===== src/rtl/prefetch_pkg.sv =====
// Shared types and constants for the instruction prefetch stage.
package prefetch_pkg;

  localparam int A_WIDTH = 8;
  localparam int I_WIDTH = 12;
  localparam int DEPTH   = 4;
  localparam int PTR_W   = $clog2(DEPTH);
  localparam int CNT_W   = $clog2(DEPTH) + 1;

  // One buffered fetch result: the address it was read from and the word.
  typedef struct packed {
    logic [A_WIDTH-1:0] addr;
    logic [I_WIDTH-1:0] data;
  } fetch_entry_s;

  typedef logic [CNT_W-1:0] fifo_cnt_t;
  typedef logic [PTR_W-1:0] fifo_ptr_t;

endpackage


===== src/rtl/fetch_fifo.sv =====
// Synchronous FIFO of fetch entries with flush and a registered head view.
// The head register holds its last value while the FIFO is empty.
module fetch_fifo
  import prefetch_pkg::*;
(
  input  logic         clk,
  input  logic         rst_n,
  input  logic         flush_i,
  input  logic         push_i,
  input  fetch_entry_s push_entry_i,
  input  logic         pop_i,
  output fetch_entry_s head_o,
  output fifo_cnt_t    count_o,
  output logic         empty_o,
  output logic         full_o
);

  fetch_entry_s mem_q [DEPTH];
  fetch_entry_s mem_d [DEPTH];
  fifo_ptr_t    wr_ptr_q, wr_ptr_d;
  fifo_ptr_t    rd_ptr_q, rd_ptr_d;
  fifo_cnt_t    count_q, count_d;
  fetch_entry_s head_q, head_d;

  logic         push_ok_s;
  logic         pop_ok_s;
  fifo_ptr_t    rd_next_s;

  assign empty_o = (count_q == fifo_cnt_t'(0));
  assign full_o  = (count_q == fifo_cnt_t'(DEPTH));
  assign count_o = count_q;
  assign head_o  = head_q;

  // Next-state for storage, pointers, count and the head view; flush wins.
  always_comb begin
    mem_d     = mem_q;
    wr_ptr_d  = wr_ptr_q;
    rd_ptr_d  = rd_ptr_q;
    count_d   = count_q;
    head_d    = head_q;
    rd_next_s = rd_ptr_q + fifo_ptr_t'(1);
    pop_ok_s  = pop_i && !empty_o && !flush_i;
    push_ok_s = push_i && !flush_i && (!full_o || pop_ok_s);

    if (flush_i) begin
      wr_ptr_d = fifo_ptr_t'(0);
      rd_ptr_d = fifo_ptr_t'(0);
      count_d  = fifo_cnt_t'(0);
    end else begin
      if (push_ok_s) begin
        mem_d[wr_ptr_q] = push_entry_i;
        wr_ptr_d        = wr_ptr_q + fifo_ptr_t'(1);
      end else begin
        wr_ptr_d = wr_ptr_q;
      end
      if (pop_ok_s) begin
        rd_ptr_d = rd_next_s;
      end else begin
        rd_ptr_d = rd_ptr_q;
      end
      count_d = count_q + fifo_cnt_t'(push_ok_s) - fifo_cnt_t'(pop_ok_s);

      // Head tracks the entry that will sit at the read pointer next cycle.
      if (count_d == fifo_cnt_t'(0)) begin
        head_d = head_q;
      end else if (pop_ok_s) begin
        head_d = (count_q > fifo_cnt_t'(1)) ? mem_q[rd_next_s] : push_entry_i;
      end else if (empty_o) begin
        head_d = push_entry_i;
      end else begin
        head_d = mem_q[rd_ptr_q];
      end
    end
  end

  // FIFO state registers.
  always_ff @(posedge clk or negedge rst_n) begin
    if (!rst_n) begin
      for (int i = 0; i < DEPTH; i++) begin
        mem_q[i] <= '0;
      end
      wr_ptr_q <= fifo_ptr_t'(0);
      rd_ptr_q <= fifo_ptr_t'(0);
      count_q  <= fifo_cnt_t'(0);
      head_q   <= '0;
    end else begin
      mem_q    <= mem_d;
      wr_ptr_q <= wr_ptr_d;
      rd_ptr_q <= rd_ptr_d;
      count_q  <= count_d;
      head_q   <= head_d;
    end
  end

endmodule


===== src/rtl/prefetch_checker.sv =====
// Protocol checker for the prefetch FIFO: flags any push that would overflow.
module prefetch_checker (
  input logic clk,
  input logic rst_n,
  input logic push_i,
  input logic pop_i,
  input logic full_i,
  input logic flush_i
);

  // Credit accounting must never let a push land on a full FIFO without a pop.
  assert property (@(posedge clk) disable iff (!rst_n)
                   !(push_i && full_i && !pop_i && !flush_i))
    else $error("prefetch fifo overflow");

endmodule


===== src/rtl/instr_prefetch.sv =====
// Instruction prefetch stage: PC, memory read issue with credit control,
// in-flight tracking, restart handling and a small prefetch FIFO.
module instr_prefetch
  import prefetch_pkg::*;
(
  input  logic               clk,
  input  logic               reset_n_i,
  input  logic               deque_i,
  input  logic               restart_i,
  input  logic [A_WIDTH-1:0] restart_addr_i,
  output logic [I_WIDTH-1:0] instruction_data_o,
  output logic [A_WIDTH-1:0] instruction_addr_o,
  output logic               instruction_ready_o,
  output logic               imem_req_o,
  output logic [A_WIDTH-1:0] imem_addr_o,
  input  logic [I_WIDTH-1:0] imem_data_i
);

  logic [A_WIDTH-1:0] pc_q, pc_d;
  // Valid bit of the read in flight; clearing it on restart drops the return.
  logic               inflight_q, inflight_d;
  logic [A_WIDTH-1:0] inflight_addr_q, inflight_addr_d;

  fifo_cnt_t    count_s;
  fifo_cnt_t    credit_used_s;
  logic         empty_s;
  logic         full_s;
  logic         issue_s;
  logic         push_s;
  logic         pop_s;
  fetch_entry_s push_entry_s;
  fetch_entry_s head_s;

  // Credit ignores same-cycle dequeues, so it is conservative by one slot.
  assign credit_used_s = count_s + fifo_cnt_t'(inflight_q);
  assign issue_s       = reset_n_i && !restart_i && (credit_used_s < fifo_cnt_t'(DEPTH));
  assign push_s        = inflight_q;
  assign pop_s         = deque_i && !empty_s;
  assign push_entry_s  = '{addr: inflight_addr_q, data: imem_data_i};

  assign imem_req_o          = issue_s;
  assign imem_addr_o         = pc_q;
  assign instruction_ready_o = !empty_s;
  assign instruction_addr_o  = head_s.addr;
  assign instruction_data_o  = head_s.data;

  // PC and in-flight tracking; restart redirects and kills any pending return.
  always_comb begin
    pc_d            = pc_q;
    inflight_d      = issue_s;
    inflight_addr_d = inflight_addr_q;
    if (restart_i) begin
      pc_d = restart_addr_i;
    end else if (issue_s) begin
      pc_d            = pc_q + {{(A_WIDTH-1){1'b0}}, 1'b1};
      inflight_addr_d = pc_q;
    end else begin
      pc_d = pc_q;
    end
  end

  // Fetch control registers.
  always_ff @(posedge clk or negedge reset_n_i) begin
    if (!reset_n_i) begin
      pc_q            <= '0;
      inflight_q      <= 1'b0;
      inflight_addr_q <= '0;
    end else begin
      pc_q            <= pc_d;
      inflight_q      <= inflight_d;
      inflight_addr_q <= inflight_addr_d;
    end
  end

  fetch_fifo u_fifo (
    .clk          (clk),
    .rst_n        (reset_n_i),
    .flush_i      (restart_i),
    .push_i       (push_s),
    .push_entry_i (push_entry_s),
    .pop_i        (pop_s),
    .head_o       (head_s),
    .count_o      (count_s),
    .empty_o      (empty_s),
    .full_o       (full_s)
  );

  prefetch_checker u_chk (
    .clk     (clk),
    .rst_n   (reset_n_i),
    .push_i  (push_s),
    .pop_i   (pop_s),
    .full_i  (full_s),
    .flush_i (restart_i)
  );

endmodule


===== config.mk =====
export PLATFORM = sky130hd
export DESIGN_NAME = instr_prefetch
export DESIGN_NICKNAME = d
export VERILOG_FILES = /design/src/rtl/prefetch_pkg.sv /design/src/rtl/fetch_fifo.sv /design/src/rtl/prefetch_checker.sv /design/src/rtl/instr_prefetch.sv
export SDC_FILE = /design/constraint.sdc
export NUM_CORES = 1
export LEC_CHECK = 0
export CORE_AREA = 5 5 116 172
export CTS_BUF_LIST = sky130_fd_sc_hd__clkbuf_8
export CTS_CLUSTER_SIZE = 20
export DETAILED_ROUTE_END_ITERATION = 8
export DIE_AREA = 0 0 121 177
export HOLD_SLACK_MARGIN = 0.05
export PLACE_DENSITY_LB_ADDON = 0.1
export SYNTH_ARGS = -nofsm -noshare
export SYNTH_HDL_FRONTEND = slang
export SYNTH_SLANG_ARGS = --single-unit

===== constraint.sdc =====
create_clock -name clk -period 2.92 [get_ports clk]
set_input_delay 0.584 -clock clk [delete_from_list [all_inputs] [get_ports clk]]
set_output_delay 0.584 -clock clk [all_outputs]
set_load 0.02 [all_outputs]

Word level (Yosys, flattened, before mapping)
Index checks and enable logic that the tools add are counted.
{ "totals": {"n_memories": 0, "latch_bits": 0, "regBits": 124, "output_inout_bits": 30, "word_cells": 73, "in_bits": 24, "ramBits": 0, "rom_bits": 0} }
{ "op_classes": {"n_shift": 0, "add_sub_neg": 6, "n_eq_ne": 1, "order_cmp": 6, "n_mul": 0, "n_reduce_logical": 20, "bitwise": 5, "muxes": 19, "n_div": 0} }
{ "ops": {"columns": ["operator", "count"], "rows": [
  ["two-way mux 20 bit", 8],
  ["binary-select mux 20 bit (select 2 bit)", 2],
  ["bitwise mux 80 bit", 1],
  ["demux 20 bit (select 2 bit)", 1],
  ["two-way mux 8 bit", 2],
  [">= comparator 3 bit, second input constant", 3],
  ["NOT 2 -> 3 bit", 3],
  ["adder 8 x 1 -> 8 bit, second input constant", 1],
  ["logical AND 1 bit", 8],
  ["two-way mux 2 bit", 4],
  ["adder 3 x 1 -> 3 bit", 2],
  ["zero test 3 bit", 2],
  ["AND reduction 2 bit", 3],
  ["nonzero test 2 bit", 3],
  ["adder 2 x 1 -> 2 bit, second input constant", 2],
  ["equality test 3 bit, second input constant", 1],
  ["> comparator 3 x 1 -> 1 bit, second input constant", 1],
  ["zero test 1 bit", 3],
  ["less-than comparator 3 x 1 -> 1 bit, second input constant", 1],
  ["less-than comparator 3 bit, second input constant", 1],
  ["two-way mux 3 bit", 1],
  ["subtractor 3 x 1 -> 3 bit", 1],
  ["NOT 1 bit", 2],
  ["logical OR 1 bit", 1]
]} }

Longest topological paths before layout
Gate-level depths: netlist (run 1).
{ "depth": {"word_depth": 12, "ltp_mapped": 13} }

Hierarchy
From an unflattened synthesis (run 1), not the netlist that was laid out.
{ "unflattened": {"hier_cells": 465, "hier_area_um2": 6784.0} }
{ "modules_own_cells": {"columns": ["mod", "cells_per_inst", "area_per_inst_um2", "instances"], "rows": [
  ["fetch_fifo", 389, 5938.2, 1],
  ["instr_prefetch", 76, 845.8, 1]
]} }

Worst setup path after synthesis (run 1)
Ideal clock, no wire load.
{ "synth_path": {"path_type": "input -> register", "startpoint": "in restart_i", "endpoint": "reg u_fifo.head_q (netlist bit u_fifo.head_o[2])", "setup_ns": 0.077, "required_time_ns": 2.843, "arrival_time_ns": 2.829, "setup_slack_ns": 0.013, "stages": 12, "path_cell_list": "nand2b_1 nor2_1 ha_1 inv_1 ha_1 inv_1 fa_1 xnor2_1 a31oi_1 clkbuf_1 nor2_1 a21oi_1"} }
{ "synth_via": {"elab_chain_cells": 9} }
{ "synth_lines": {"columns": ["item", "line_no", "source"], "rows": [
  ["start: declaration", "instr_prefetch.sv:9", "input logic restart_i,"],
  ["zero test 1 bit", "fetch_fifo.sv:42, fetch_fifo.sv:43", null],
  ["logical AND 1 bit", "fetch_fifo.sv:42", "pop_ok_s = pop_i && !empty_o && !flush_i;"],
  ["logical OR 1 bit", "fetch_fifo.sv:43", "push_ok_s = push_i && !flush_i && (!full_o || pop_ok_s);"],
  ["logical AND 1 bit", "fetch_fifo.sv:43", null],
  ["adder 3 x 1 -> 3 bit", "fetch_fifo.sv:61", "count_d = count_q + fifo_cnt_t'(push_ok_s) - fifo_cnt_t'(pop_ok_s);"],
  ["subtractor 3 x 1 -> 3 bit", "fetch_fifo.sv:61", null],
  ["zero test 3 bit", "fetch_fifo.sv:64", "if (count_d == fifo_cnt_t'(0)) begin"],
  ["NOT 1 bit (no source line)", null, null],
  ["AND reduction 2 bit (no source line)", null, null],
  ["end signal: assignment", "fetch_fifo.sv:85", "head_q <= '0;"],
  ["end signal: assignment", "fetch_fifo.sv:91", "head_q <= head_d;"],
  ["end: declaration", "fetch_fifo.sv:23", "fetch_entry_s head_q, head_d;"]
]} }
Parallel ways exist; a longest one is shown, timed or not.
A chain may end at the register's enable or synchronous reset.

Worst setup path after layout (run 1)
{ "layout_path": {"startpoint": "reg u_fifo.count_q[1], in the netlist u_fifo.count_o[1]", "endpoint": "out imem_req_o"} }
{ "layout_via": {"elab_chain_cells": 3} }
{ "layout_lines": {"columns": ["item", "line_no", "source"], "rows": [
  ["start: declaration", "fetch_fifo.sv:22", "fifo_cnt_t count_q, count_d;"],
  ["start signal: assignment", "fetch_fifo.sv:84", "count_q <= fifo_cnt_t'(0);"],
  ["start signal: assignment", "fetch_fifo.sv:90", "count_q <= count_d;"],
  ["adder 3 x 1 -> 3 bit", "instr_prefetch.sv:35", "assign credit_used_s = count_s + fifo_cnt_t'(inflight_q);"],
  ["less-than comparator 3 bit", "instr_prefetch.sv:36", "assign issue_s = reset_n_i && !restart_i && (credit_used_s < fifo_cnt_t'(DEPTH));"],
  ["logical AND 1 bit", "instr_prefetch.sv:36", null],
  ["end: declaration", "instr_prefetch.sv:14", "output logic imem_req_o,"]
]} }
Every way passes these cells.

==> results of run 1 <==
## final cells by class
class	instances	area [µm²]	area share (%)
multi-input cells	295	3020	39.1
repair buffers	86	895	11.6
inverters	9	33.8	0.438
clock inverters	11	80.1	1.04
well taps	252	315	4.08
clock buffers	20	275	3.57
flip-flops and latches	124	3100	40.2
## flip-flops by register name (all words and copies together) (netlist names)
name	cells
u_fifo.rd_ptr_q	2
imem_addr_o	8
u_fifo.mem_q	80
inflight_q	1
u_fifo.count_o	3
u_fifo.wr_ptr_q	2
u_fifo.head_o	20
inflight_addr_q	8
## through the flow
step	setup TNS (ns)	util, %	hold WS, ns	area (µm²)	total power, W
5_1_grt	0	42.0	0.376	7720	0.00752
3_3_place_gp	-6.00	39.9	0.495	7330	0.00565
4_1_cts	0	41.8	0.334	7690	0.00712
2_1_floorplan	0	-	0.288	6270	0.00450
6_report	0	42.0	0.312	7720	0.00701
3_5_place_dp	-6.22	39.9	0.501	7330	0.00570
## layer usage
layer  wire length [µm]  part of all wire (%)
met5                  0                     0
met4                192                   1.3
met3                395                   2.6
met2               8050                    53
met1               6550                    43
## final timing paths
path | start | endpoint | depth (start not counted)
max | u_fifo.count_o[1] | imem_req_o | 5
min | reset_n_i | imem_addr_o[3] | 2
max reg2reg | u_fifo.count_o[0] | u_fifo.head_o[7] | 12
min reg2reg | u_fifo.head_o[10] | u_fifo.head_o[10] | 2
max in group asynchronous | reset_n_i | u_fifo.rd_ptr_q[0] | 2
min in group clk | u_fifo.head_o[10] | u_fifo.head_o[10] | 2
## cells in the final DEF, fill, tap and decap left out, types with 3 or more instances in the layout
cell type	count
dfrtp_1	123
mux2_2	85
clkdlybuf4s50_1	51
mux4_2	40
nand2_1	33
nor2_1	29
buf_4	24
a21oi_1	20
clkbuf_8	20
a221oi_1	17
inv_1	12
ha_1	9
buf_12	9
o31a_1	6
xor2_1	6
o21ai_0	5
nand2b_1	4
clkinv_2	4
mux2_1	3
nand3_1	3
nor4_1	3
o211ai_1	3
## cells by family (layout without fill, tap and decap cells)
kind of cell / after synthesis / count (layout)
muxes: 130 / 130
AOI/OAI and AO/OA: 62 / 62
buffers and inverters: 39 / 126
DFF: 124 / 124
xor gates and xnor gates: 8 / 8
and+or+nand+nor: 85 / 85
adders and majority gates: 10 / 10
## critical path, delay by kind of cell (launching register included)
kind	cells	cell delay, ns
buffers and inverters	2	0.79
DFF	1	0.42
AOI/OAI and AO/OA	2	0.43
and+or+nand+nor	1	0.10
## synth_stat cells (2+ instances only)
master    count  area [µm²]
a221oi_1     19         166
o211ai_1      3        22.5
nor4_1        3        18.8
dfrtp_1     124        3100
nor3_1        2        10.0
buf_2        19        95.1
o21ai_0       5        25.0
a31oi_1       2        12.5
xnor2_1       2        17.5
mux4_2       40         901
inv_1         8        30.0
a21oi_1      20         100
xor2_1        6        52.6
ha_1          9         113
mux2i_1       2        20.0
mux2_1        3        33.8
nor2_1       29         109
nand2_1      33         124
nand3_1       3        15.0
o31a_1        6        52.6
mux2_2       85         957
and3_1        2        12.5
nand2b_1      4        25.0
clkbuf_1      8        30.0
## timing repair
| action | in CTS | in global routing |
|---|---|---|
| resized for setup | 0 | 7 |
| setup endpoints to repair | 0 | 14 |
| hold endpoints to repair | 0 | 0 |
## power breakdown
part | leakage (nW) | total, W | internal (W) | switching [W]
combinational | 1.56 | 0.00296 | 0.00159 | 0.00138
clock | 0.195 | 0.00137 | 0.000716 | 0.000652
sequential | 1.58 | 0.00268 | 0.00223 | 0.000451
total | 3.34 | 0.00701 | 0.00453 | 0.00248
==> results.toml, run 1 <==
[synth]
yosys_warnings = 0
synthMuxAreaShare_pct = 30.5
syn_avg_cell_area_um2 = 13.7
netlist_area_um2 = 6270
synth_fa_ha_area_share_pct = 2.12
synthFlopType = "dfrtp_1"
synthDistinctLibCells = 45
syn_nets = 492
synth_seq_area_share_pct = 49.5
ys_ff_latch = 124
synthArstFlopShare_pct = 100
synth_cells = 458
synth-simple-area-share_pct = 6.49
synth_edf_count = 0
synth_xor_area_share_pct = 1.12
synth_top_family_by_area = "multiplexers"
synth_compound_area_share_pct = 7.39

[floorplanning]
start_util_pct = 34.1
die_h_um = 177
dieArea_um2 = 21400
core_um2 = 18400
num_io_pins = 54
num_rows = 61
die_x_um = 121

[flow_run]
max_cap_violations = 0

[power_and_ir_drop]
leakagePower_nw = 3.34
powerDensity_nw_per_um2 = 907
ir_worst_vdd_uv = 288

[sta]
rsz0062_at_grt = "false"
layout_setup_ws_ns = 0.164
finalHoldViolations = 0
finClkSkew_ns = 0.0114
fmax_mhz = 363
tightest_slew_ns = 1.08
relSlewSlack_pct = 27.9
fin_crit_ns = 2.76
timing.final.max_slew_violations = 0
setup_viol = 0
min_period_over_period_pct = 94.4

[clocking]
clock_path_buffers = 2
clk_latency_ns = 0.43
path_clk_slew_ns = 0.07
clock_sinks = 124
cts_hold_buffers = 0
htree_levels = 4
cts_root_buffer = "clkbuf_8"
cts_setup_buffers = 0
cts_inserted_buffers = 17
cts_tree = "done"

[placed_design]
gp_congestion = 0.763
hpwl_um = 9740
pre_cts_slack_ns = -0.342
place_inst = 766
port_buffers = 53

[drt]
first_pass_iters = 4
drcViolationCount = 0
drtAntennaViolNets = 0
routedWlPerCell_um = 19.1
drt_iter0_drc = 187
drt_wl_total_um = 15200
vias = 4197
vias_per_cell = 5.27

[global_route]
track_usage_pct = 15.3
grtUsageMet2_pct = 27.0
grt_use_met3_pct = 3.55
grt_max_degree = 128
grt_busiest_layer = "met2"
grt_pass1_vias = 4641
grt_pass1_wl_um = 25200
met1_usage_pct = 18.6
antenna_found_initial = 0
overflow = 0

[worst_hold_path]
hold_class = "in2async"

[final_layout]
nets = 567
drive_above_1_share_pct = 37.1
area_growth_pct = 23.2
antenna_cells = 0
fillers = 1735
final_cells = 797

[setup_path]
arrival_ns = 2.17
crit_path_start_kind = "register"
path_cells = "buf_4 -> a31oi_2 -> o21ai_4 -> nor2_4 -> clkdlybuf4s50_1"
cp-end-kind = "primary output"
ff2ff_setup_slack_ns = 0.31
crit_type = "reg2out"
required_ns = 2.34
path_max_fanout = 7
crit_slowest_cell = "clkdlybuf4s50_1"
cpPeakStageDelay_ns = 0.61

[outcome]
outcome = "completed"
No activity file was read; power rests on OpenSTA's default activity.
==> run 2, diff against run 1 <==
--- a/config.mk
+++ b/config.mk
@@ -5,11 +5,14 @@
 export SDC_FILE = /design/constraint.sdc
 export NUM_CORES = 1
 export LEC_CHECK = 0
+export CELL_PAD_IN_SITES_DETAIL_PLACEMENT = 1
+export CELL_PAD_IN_SITES_GLOBAL_PLACEMENT = 1
 export CORE_AREA = 5 5 116 172
 export CTS_BUF_LIST = sky130_fd_sc_hd__clkbuf_8
 export CTS_CLUSTER_SIZE = 20
 export DETAILED_ROUTE_END_ITERATION = 8
 export DIE_AREA = 0 0 121 177
+export GPL_TIMING_DRIVEN = 0
 export HOLD_SLACK_MARGIN = 0.05
 export PLACE_DENSITY_LB_ADDON = 0.1
 export SYNTH_ARGS = -nofsm -noshare
==> constraint.sdc (replaced) <==
create_clock -name clk -period 3 [get_ports clk]
set_input_delay 0.6 -clock clk [delete_from_list [all_inputs] [get_ports clk]]
set_output_delay 0.6 -clock clk [all_outputs]
set_load 0.02 [all_outputs]
==> run 2 against run 1 <==
Global-route usage is 1.9 points higher. Register-to-register slack lost 0.18 ns. Via count rose by 0.50%. Core utilization is 0.12 points lower. Flip-flop and latch count did not move. Combinational power rose by 4%.
==> results.toml, run 2 (same netlist as run 1, synthesis figures left out) <==
[outcome]
outcome = "completed"

[final_layout]
final_common_cell = "dfrtp_1"
fillers = 1889
nets = 572
fin_area_um2 = 7700
antenna_cells = 0
largest_reg_flops = 80
drive_above_1_share_pct = 38.8
final_cells = 801
most-common-layout-cells = "122 x dfrtp_1, 85 x mux2_2, 50 x clkdlybuf4s50_1"
area_growth_pct = 22.8
top_register = "u_fifo.mem_q"

[setup_path]
required_ns = 3.32
path_max_fanout = 10
crit_type = "in2reg"
cp-end-kind = "register"
crit_path_start_kind = "input pin"
arrival_ns = 3.23

[global_route]
met1_usage_pct = 18.7
grt_max_degree = 97
antenna_found_initial = 0
track_usage_pct = 17.2
grtUsageMet2_pct = 32.4
grt_pass1_wl_um = 27600
grt_pass1_vias = 4766
grt_busiest_layer = "met2"
grt_use_met3_pct = 3.74
overflow = 0

[sta]
min_period_over_period_pct = 96.9
finClkSkew_ns = 0.00970
fin_crit_ns = 2.91
rsz0062_at_grt = "false"
relSlewSlack_pct = 8.47
setup_viol = 0
tightest_slew_ns = 1.37
fmax_mhz = 344
finalHoldViolations = 0
timing.final.max_slew_violations = 0

[power_and_ir_drop]
p_total_w = 0.00696
leakagePower_nw = 3.33
powerDensity_nw_per_um2 = 905
ir_worst_vdd_uv = 244

[floorplanning]
die_x_um = 121
die_h_um = 177
num_rows = 61
start_util_pct = 34.1
dieArea_um2 = 21400
core_um2 = 18400
num_io_pins = 54

[placed_design]
hpwl_um = 11600
place_inst = 764
port_buffers = 53
gp_congestion = 0.738
postPlaceCellArea_um2 = 7140

[drt]
drcViolationCount = 0
routedWlPerCell_um = 21.7
drtAntennaViolNets = 0
vias = 4218
first_pass_iters = 4
drt_iter0_drc = 138
drt_wl_total_um = 17400
vias_per_cell = 5.27

[clocking]
clock_path_buffers = 2
cts_tree = "done"
htree_levels = 4
clock_sinks = 124
cts_inserted_buffers = 17
clk_latency_ns = 0.45
path_clk_slew_ns = 0.08
cts_root_buffer = "clkbuf_8"

[flow_run]
max_cap_violations = 0

[worst_hold_path]
hold_class = "in2async"
-- run 2: where the power goes --
part / switching [W] / total, W / internal, W
Combinational: 0.00154 / 0.00309 / 0.00155
Sequential: 0.000410 / 0.00258 / 0.00217
Clock: 0.000661 / 0.00130 / 0.000637
-- run 2: path summary, 6_finish.rpt --
path / from / to / slack [ns] / cells past startpoint
max in group asynchronous: reset_n_i / u_fifo.head_o[11] / 2.32 / 2
min in group clk: u_fifo.head_o[10] / u_fifo.head_o[10] / 0.48 / 2
min: reset_n_i / u_fifo.mem_q[27] / 0.16 / 2
max: restart_i / u_fifo.head_o[18] / 0.09 / 13
min reg2reg: u_fifo.head_o[10] / u_fifo.head_o[10] / 0.48 / 2
max reg2reg: u_fifo.count_o[0] / u_fifo.head_o[18] / 0.13 / 13
-- run 2: area by class of cell --
cell class	instances	area (µm²)	share of cell area, %
Tap cell	252	315	4.09
Inverter	9	33.8	0.439
Timing Repair Buffer	61	626	8.12
Sequential cell	124	3110	40.3
Clock buffer	21	289	3.75
Clock inverter	9	48.8	0.634
Buffer	30	171	2.23
Multi-Input combinational cell	295	3110	40.4
-- run 2: per-stage QoR --
stage	setup slack (ns)	setup TNS, ns	hold slack (ns)	utilization, %
CTS	-0.00112	-0.00112	0.141	41.5
detailed placement	-1.62	-26.28	0.474	38.8
finish	0.0935	0	0.157	41.9
global placement	-5.35	-592.41	0.464	38.7
global route	0.0275	0	0.141	41.9
floorplan	0.0773	0	0.304	-
-- run 2: layer usage --
layer  wire length (µm)  part of all wire (%)  vias up
met5                  0                     0        -
met3                507                   2.9       32
li1                   -                     -     1890
met2               9780                    56       83
met4                378                   2.2        0
met1               6700                    39     2213
-- run 2: critical path, cell delays in order --
cell and delay [ns]:
clkdlybuf4s50_1 0.48, nand2b_4 0.17, nor2_2 0.05, ha_1 0.27
inv_1 0.06, ha_1 0.13, inv_1 0.05, fa_1 0.40
xnor2_2 0.17, a31o_2 0.28, clkbuf_8 0.20, a221oi_1 0.26
a21oi_1 0.11
-- run 2: what timing repair did --
| action | in CTS | in global routing |
|---|---|---|
| hold endpoints to repair | 28 | 0 |
| pin swaps | 4 | 3 |
| endpoints found under the setup margin | 21 | 20 |
| hold buffers | 1 | 0 |
| gates cloned | 0 | 0 |
| gates resized for setup | 22 | 10 |
| buffers inserted | 3 | 3 |
==> run 3, diff against run 2 <==
--- a/config.mk
+++ b/config.mk
@@ -7,11 +7,11 @@
 export LEC_CHECK = 0
 export CELL_PAD_IN_SITES_DETAIL_PLACEMENT = 1
 export CELL_PAD_IN_SITES_GLOBAL_PLACEMENT = 1
-export CORE_AREA = 5 5 116 172
+export CORE_AREA = 2 2 113 169
 export CTS_BUF_LIST = sky130_fd_sc_hd__clkbuf_8
 export CTS_CLUSTER_SIZE = 20
 export DETAILED_ROUTE_END_ITERATION = 8
-export DIE_AREA = 0 0 121 177
+export DIE_AREA = 0 0 115 171
 export GPL_TIMING_DRIVEN = 0
 export HOLD_SLACK_MARGIN = 0.05
 export PLACE_DENSITY_LB_ADDON = 0.1
==> constraint.sdc (replaced) <==
create_clock -name clk -period 3 [get_ports clk]
set_input_delay 0.9 -clock clk [delete_from_list [all_inputs] [get_ports clk]]
set_output_delay 0.9 -clock clk [all_outputs]
set_load 0.02 [all_outputs]
==> run 3 against run 2 <==
Count of clock-buffer cells in the layout unchanged. Non-clock buffer count rose by 7. Via count rose by 2.0%. Register-to-register slack gained 0.06 ns. Die area down 8.2%. Largest power group unchanged. Highest routed layer unchanged. Cell count fell by 2.9%. Sequential share of layout area decreased by 0.96 points. Wire length grew 0.17%. Global-route usage increased by 2.0 points. Core utilization up 1.2 points.
==> results.toml, run 3 (same netlist as run 1, synthesis figures left out) <==
[outcome]
outcome = "completed"

[placed_design]
place_inst = 732
hpwl_um = 11400
port_buffers = 53
gp_congestion = 0.731
postPlaceCellArea_um2 = 7130

[power_and_ir_drop]
seq_power_share_pct = 34.2
p_int_w = 0.00484
powerDensity_nw_per_um2 = 956
ir_worst_vdd_uv = 322
p_comb_share_pct = 43.3
p_sw_w = 0.00270
leakagePower_nw = 3.42
p_sw_share_pct = 35.8
clkPwrFrac_pct = 22.5

[clocking]
path_clk_slew_ns = 0.08
cts_hold_buffers = 0
cts_tree = "done"
htree_levels = 4
clock_sinks = 124
clock_path_buffers = 2
cts_inserted_buffers = 17
cts_root_buffer = "clkbuf_8"
clk_latency_ns = 0.45

[floorplanning]
start_util_pct = 34.2
num_rows = 61
num_io_pins = 54
core_um2 = 18300
die_x_um = 115
dieArea_um2 = 19700
die_h_um = 171

[sta]
fmax_mhz = 348
finalHoldViolations = 0
finClkSkew_ns = 0.0127
relSlewSlack_pct = 7.58
fin_crit_ns = 2.87
timing.final.max_slew_violations = 0
rsz0062_at_grt = "true"
setup_viol = 0
whs_ns = 0.330
tightest_slew_ns = 1.38
min_period_over_period_pct = 95.7

[worst_hold_path]
hold_class = "in2async"

[global_route]
track_usage_pct = 19.2
grt_max_degree = 96
antenna_found_initial = 0
grt_pass1_vias = 4889
grt_pass1_wl_um = 27800
overflow = 0

[setup_path]
path_max_fanout = 10
crit_type = "in2reg"
cpPeakStageDelay_ns = 0.38
crit_slowest_cell = "fa_2"
path_cells = "dlygate4sd2_1 -> nand2b_4 -> nor2_1 -> ha_1 -> inv_1 -> ha_1 -> inv_1 -> fa_2 -> xnor2_4 -> a31o_4 -> clkbuf_16 -> a221oi_1 -> a21oi_1"
reg2reg_depth = 13
r2r-start = "u_fifo.count_o[1]"
worstReg2RegEnd = "u_fifo.head_o[4]"
cp_num_buf_inv = 4
cp_top_family = "adder cells"
ff2ff_setup_slack_ns = 0.19
arrival_ns = 3.21
required_ns = 3.33
crit_path_start_kind = "input pin"
cp-end-kind = "register"

[final_layout]
final_common_cell = "dfrtp_1"
antenna_cells = 0
area_growth_pct = 25.8
nets = 579
top_register = "u_fifo.mem_q"
most-common-layout-cells = "122 x dfrtp_1, 85 x mux2_2, 49 x clkdlybuf4s50_1"
largest_reg_flops = 80
fillers = 1913
final_cells = 778
drive_above_1_share_pct = 40.0
fin_area_um2 = 7890

[flow_run]
max_cap_violations = 0

[drt]
vias = 4302
first_pass_iters = 4
vias_per_cell = 5.53
drt_iter0_drc = 215
drtAntennaViolNets = 0
drcViolationCount = 0
routedWlPerCell_um = 22.4
drt_wl_total_um = 17400
## run 3: area by class of cell
cell class	instances	area (µm²)	area share (%)
Inverter	9	33.8	0.428
Timing Repair Buffer	68	677	8.58
Multi-Input combinational cell	295	3150	39.9
Clock buffer	21	289	3.66
Tap cell	220	275	3.49
Sequential cell	124	3110	39.4
Buffer	30	194	2.46
Clock inverter	11	165	2.09
## run 3: worst max-delay path by stage
stage | startpoint | to | slack [ns] | cells past startpoint
2_1_floorplan | restart_i | u_fifo.head_o[9] | 0.02 | 12
3_3_place_gp | reset_n_i | imem_req_o | -5.84 | 4
3_5_place_dp | deque_i | u_fifo.head_o[6] | -1.27 | 13
4_1_cts | u_fifo.count_o[0] | imem_req_o | 0.02 | 6
5_1_grt | restart_i | u_fifo.head_o[4] | -0.02 | 13
6_report | restart_i | u_fifo.head_o[4] | 0.13 | 13
## run 3: metal layers
| layer | track usage [%] | part of all wire [%] | vias to the layer above |
|---|---|---|---|
| li1 | - | - | 1906 |
| met5 | 0 | 0 | - |
| met3 | 3.37 | 2.5 | 27 |
| met1 | 20.9 | 39 | 2283 |
| met2 | 36.3 | 57 | 86 |
| met4 | 7.28 | 2.2 | 0 |
## run 3: power by group through the flow
| stage | Sequential (W) | Combinational (W) | Clock (W) |
|---|---|---|---|
| 2_1_floorplan | 0.00264 | 0.00178 | 0 |
| 3_3_place_gp | 0.00256 | 0.00281 | 0 |
| 3_5_place_dp | 0.00261 | 0.00287 | 0 |
| 4_1_cts | 0.00258 | 0.00325 | 0.00174 |
| 5_1_grt | 0.00265 | 0.00357 | 0.00181 |
| 6_report | 0.00257 | 0.00327 | 0.00170 |
## run 3: what timing repair did
item	in CTS	in global routing
cloned	1	0
pin swaps	8	4
gates resized for setup	32	4
setup endpoints to repair	21	21
setup buffers	8	5
## run 3: per-stage QoR
stage / setup TNS, ns / setup slack [ns] / total power (W) / utilization [%]
5_1_grt: -0.0335 / -0.0171 / 0.00803 / 43.1
3_5_place_dp: -23.58 / -1.27 / 0.00548 / 38.9
6_report: 0 / 0.128 / 0.00754 / 43.1
2_1_floorplan: 0 / 0.0221 / 0.00442 / -
3_3_place_gp: -613.16 / -5.84 / 0.00537 / 38.8
4_1_cts: 0 / 0.0226 / 0.00758 / 42.8
